`src/rtl/fetch_queue_unit.sv`:
```
// fetch_queue_unit: pipelined instruction fetcher with a DEPTH-entry prefetch queue and redirect flush; define FETCH_BYPASS_EN to forward responses straight to decode when the queue is empty
module fetch_queue_unit #(
  parameter int XLEN = 32,
  parameter int DEPTH = 4,
  parameter logic [XLEN-1:0] RESET_PC = '0,
  parameter int ADDR_SHIFT = 2
) (
  input  logic                      clk,
  input  logic                      rst,
  output logic                      imem_req_valid,
  input  logic                      imem_req_ready,
  output logic [XLEN-1:0]           imem_req_addr,
  input  logic                      imem_resp_valid,
  input  logic [XLEN-1:0]           imem_resp_data,
  input  logic                      redirect_valid,
  input  logic [XLEN-1:0]           redirect_pc,
  output logic                      inst_valid,
  input  logic                      inst_ready,
  output logic [XLEN-1:0]           inst_data,
  output logic [XLEN-1:0]           inst_pc4,
  output logic [$clog2(DEPTH):0]    inflight
);
  localparam int PW = $clog2(DEPTH);
  localparam int CW = PW + 1;
  localparam logic [CW:0] FULL = (CW+1)'(DEPTH);
  logic [XLEN-1:0] pc, resp_pc;
  logic [CW-1:0] cnt, drop_cnt;
  logic [PW-1:0] rd_ptr, wr_ptr;
  logic [XLEN-1:0] q_data [DEPTH];
  logic [XLEN-1:0] q_pc4 [DEPTH];
  logic [CW:0] used;
  logic empty, rv, keep, byp, fire, push, pop;
  always_comb begin
    used = {1'b0, cnt} + {1'b0, inflight};
    empty = cnt == '0;
    rv = imem_resp_valid && !rst;
    keep = rv && drop_cnt == '0 && !redirect_valid;
`ifdef FETCH_BYPASS_EN
    byp = keep && empty;
`else
    byp = 1'b0;
`endif
    imem_req_valid = !rst && !redirect_valid && used < FULL;
    fire = imem_req_valid && imem_req_ready;
    inst_valid = (!empty || byp) && !redirect_valid;
    pop = inst_valid && inst_ready && !empty;
    push = keep && !(byp && inst_ready);
    inst_data = !empty ? q_data[rd_ptr] : byp ? imem_resp_data : '0;
    inst_pc4 = !empty ? q_pc4[rd_ptr] : byp ? resp_pc + XLEN'(4) : '0;
  end
  assign imem_req_addr = pc >> ADDR_SHIFT;
  always_ff @(posedge clk) begin
    if (rst) begin
      pc <= RESET_PC;
      resp_pc <= RESET_PC;
      cnt <= '0;
      inflight <= '0;
      drop_cnt <= '0;
      rd_ptr <= '0;
      wr_ptr <= '0;
    end else begin
      inflight <= inflight + CW'(fire) - CW'(rv);
      if (redirect_valid) begin
        pc <= redirect_pc;
        resp_pc <= redirect_pc;
        cnt <= '0;
        rd_ptr <= '0;
        wr_ptr <= '0;
        drop_cnt <= inflight - CW'(rv);
      end else begin
        if (fire) pc <= pc + XLEN'(4);
        if (keep) resp_pc <= resp_pc + XLEN'(4);
        if (rv && drop_cnt != '0) drop_cnt <= drop_cnt - CW'(1);
        if (push) wr_ptr <= wr_ptr + PW'(1);
        if (pop) rd_ptr <= rd_ptr + PW'(1);
        cnt <= cnt + CW'(push) - CW'(pop);
      end
    end
  end
  always_ff @(posedge clk) begin
    if (push) begin
      q_data[wr_ptr] <= imem_resp_data;
      q_pc4[wr_ptr] <= resp_pc + XLEN'(4);
    end
  end
endmodule

```
`config.mk`:
```
export PLATFORM = sky130hd
export DESIGN_NAME = fetch_queue_unit
export DESIGN_NICKNAME = d
export VERILOG_FILES = /design/src/rtl/fetch_queue_unit.sv
export SDC_FILE = /design/constraint.sdc
export NUM_CORES = 1
export LEC_CHECK = 0
export ABC_AREA = 1
export BUFFER_PORTS_ARGS = -buffer_cell sky130_fd_sc_hd__clkbuf_2
export CORE_UTILIZATION = 55
export CTS_BUF_LIST = sky130_fd_sc_hd__clkbuf_2
export CTS_CLUSTER_SIZE = 25
export DETAILED_ROUTE_END_ITERATION = 8
export GPL_ROUTABILITY_DRIVEN = 0
export PLACE_DENSITY = 0.76
export SLEW_MARGIN = 20
export SYNTH_ARGS = -nofsm -noshare
export SYNTH_HDL_FRONTEND = slang
export SYNTH_SLANG_ARGS = --single-unit
```
`constraint.sdc`:
```
create_clock -name clk -period 8.4 [get_ports clk]
set_input_delay 1.68 -clock clk [delete_from_list [all_inputs] [get_ports clk]]
set_output_delay 1.68 -clock clk [all_outputs]
set_load 0.005 [all_outputs]
```
==> impl_metrics.yaml <==
status:
  status: "finished, final reports clean"
global_routing:
  grt_pass1_vias: 11200
  antenna_found_initial: 1
  grt_pass1_wl_mm: 55.3
  overflow: 0
  grt.total_usage_pct: 25.0
  grt_start_max_net_pins: 107
sta:
  setup_violations: 0
  finalSetupTns_ns: 0
  worstMarginPinSlew_ns: 0.949
  finalCriticalPeriod_ns: 5.16
  finalMaxSlewViolations: 0
  slew_headroom_pct: 36.7
  rsz0062_at_grt: "no"
  finalHoldViolations: 0
  clock_skew_ns: 0.0810
  finalCritPeriodShare_pct: 61.4
  fmax_ghz: 0.194
clock_network:
  clock_sinks: 333
  cts_hold_buf: 0
  clk_transition_reported_paths_ns: 0.11
  numCtsBuffers: 80
  clockRootBuffer: "clkbuf_2"
  h-tree-depth: 3
  clock_latency_ns: 0.88
  cts.repair.resized: 0
  clock_path_buffers: 3
  cts_tree: "built"
  post-cts-setup-buffer-count: 0
routing:
  vias_per_cell: 5.37
  wl_met3_mm: 2.81
  ant_nets: 0
  dr.pass1.iters: 5
  drt-met1-wl_mm: 14.9
  vias: 11800
  drt_first_iter_violations: 1013
  met2_length_mm: 16.5
  drc: 0
  routed.top_layer: "met4"
  wirelength_mm: 35.0
  routedWlPerCell_um: 15.9
hold_path:
  hold_path_class: "reg2reg"
critical_path:
  path_cells: "buf_4, inv_2, buf_4, nor2_1, o21ai_0, a21oi_1, clkbuf_2"
  arrival_ns: 3.48
  criticalPathCategory: "reg2out"
  r2r-start: "drop_cnt[0]"
  crit_fanout: 65
  cp.required_ns: 6.72
  slowest_delay_ns: 0.62
  reg2reg_slack_ns: 5.21
  start_kind: "flip-flop"
  cp.depth: 7
  slowest_stage: "buf_4"
  endpoint_kind: "primary output"
  worst-path-buf-inv: 4
  crit_top_cell: "buf_4"
  rr_endpoint: "q_pc4[0][23]"
  crit_family: "buffers and inverters"
  critPathCapture: "inst_pc4[31]"
  rr_worst_depth: 10
synth:
  synth_cell_types: 38
  yosysWarnings: 0
  yosysSeqAreaShare_pct: 61.2
  synth_top_cell_by_area: "edfxtp_1"
  synth_area_per_cell_um2: 9.42
  synth-seq-cells: 333
  synthesis.area_um2: 15100
  syn_inst: 1600
  synthTopCellsByArea: "edfxtp_1, dfxtp_1, nor2_1"
  yosys.area.top_type_share_pct: 51.0
floorplanning:
  die_w_um: 168
  coreArea_um2: 27000
  io_pins: 171
  die_h_um: 168
  row_count: 60
  initial_core_util_pct: 55.9
  dieArea_um2: 28100
placed_design:
  portBuffers: 168
  dpl_cell_area_um2: 16200
  hpwl_mm: 21.9
  dp.cells: 2049
power_and_ir_drop:
  p_leak_nw: 6.76
  power_density_nw_per_um2: 184
  irDropWorstVdd_uv: 99.4
cells_and_area:
  most-common-layout-cells: "nor2_1, clkbuf_2, edfxtp_1, nand2_1, o21ai_0"
  drive_gt1_share_pct: 19.9
  fin_cells: 2199
  layout_commonest_cell: "nor2_1"
  syn_to_final_growth_pct: 12.3
  finalNetCount: 1878
  final_area_um2: 16900
run:
  maxCapViolations: 0
## flip-flops by register name (all words and copies together) (netlist names), named ones only
name      count
wr_ptr        2
q_data      128
drop_cnt      3
cnt           3
pc           30
resp_pc      32
inflight      3
rd_ptr        2
q_pc4       128
## cell usage after synthesis, drive strengths merged
| cell | count |
|---|---|
| a21oi | 120 |
| a31oi | 9 |
| and2 | 3 |
| buf | 35 |
| clkbuf | 38 |
| conb | 1 |
| dfxtp | 77 |
| edfxtp | 256 |
| fa | 2 |
| ha | 16 |
| inv | 123 |
| nand2 | 262 |
| nand3 | 66 |
| nand3b | 2 |
| nand4 | 2 |
| nor2 | 383 |
| nor3 | 2 |
| o2111ai | 1 |
| o211ai | 2 |
| o21ai | 168 |
| o21bai | 1 |
| o22ai | 1 |
| or2 | 2 |
| xnor2 | 7 |
| xor2 | 21 |
## through the flow
step	hold slack [ns]	util, %	setup WS, ns	total power (W)
after global routing	0.500	62.8	3.03	0.00325
after CTS	0.482	62.8	3.20	0.00314
final	0.479	62.8	3.24	0.00311
after floorplan	0.436	-	3.02	0.00200
after detailed placement	0.472	60.0	3.26	0.00208
after global placement	0.452	60.0	3.34	0.00208
## worst min path at each step
stage | from | to | slack, ns | depth (start not counted)
finish | rd_ptr[1] | flip-flop | 0.48 | 2
global route | rd_ptr[0] | flip-flop | 0.50 | 1
CTS | rd_ptr[1] | flip-flop | 0.48 | 2
detailed placement | rd_ptr[1] | flip-flop | 0.47 | 2
global placement | rd_ptr[1] | flip-flop | 0.45 | 2
floorplan | rd_ptr[1] | flip-flop | 0.44 | 2
## report_power, final
part / switching (W) / total (W) / internal (W)
combinational: 0.000133 / 0.000204 / 0.0000708
sequential: 0.0000375 / 0.00184 / 0.00181
clock: 0.000635 / 0.00106 / 0.000428
## cell families after synthesis
kind of cell               Yosys count  share of synthesized area [%]
AOI/OAI and AO/OA                  302                           10.2
xor gates and xnor gates            28                           1.98
adders and majority gates           18                           1.59
buffers and inverters              196                           5.16
DFF                                333                           61.2
other                                1                         0.0249
and+or+nand+nor                    722                           19.8
## tightest hold or removal path: stages, from the launching register on
cell and delay (ns):
dfxtp_1 0.32, inv_1 0.06, a21oi_1 0.08
## area by class of cell
| class | instances | area (um^2) |
|---|---|---|
| well taps | 341 | 427 |
| fillers | 2232 | 10000 |
| clock buffers | 123 | 616 |
| clock inverters | 26 | 153 |
| repair buffers | 180 | 931 |
| flip-flops and latches | 333 | 9230 |
| inverters | 123 | 462 |
| multi-input cells | 1072 | 5110 |
| diodes | 1 | 2.50 |
## routing by layer
layer,GRT usage [%],vias up
li1,-,5756
met1,32.9,5474
met2,41.1,514
met3,4.82,58
met4,9.29,0
met5,0,-
No activity file was read; power rests on OpenSTA's default activity.
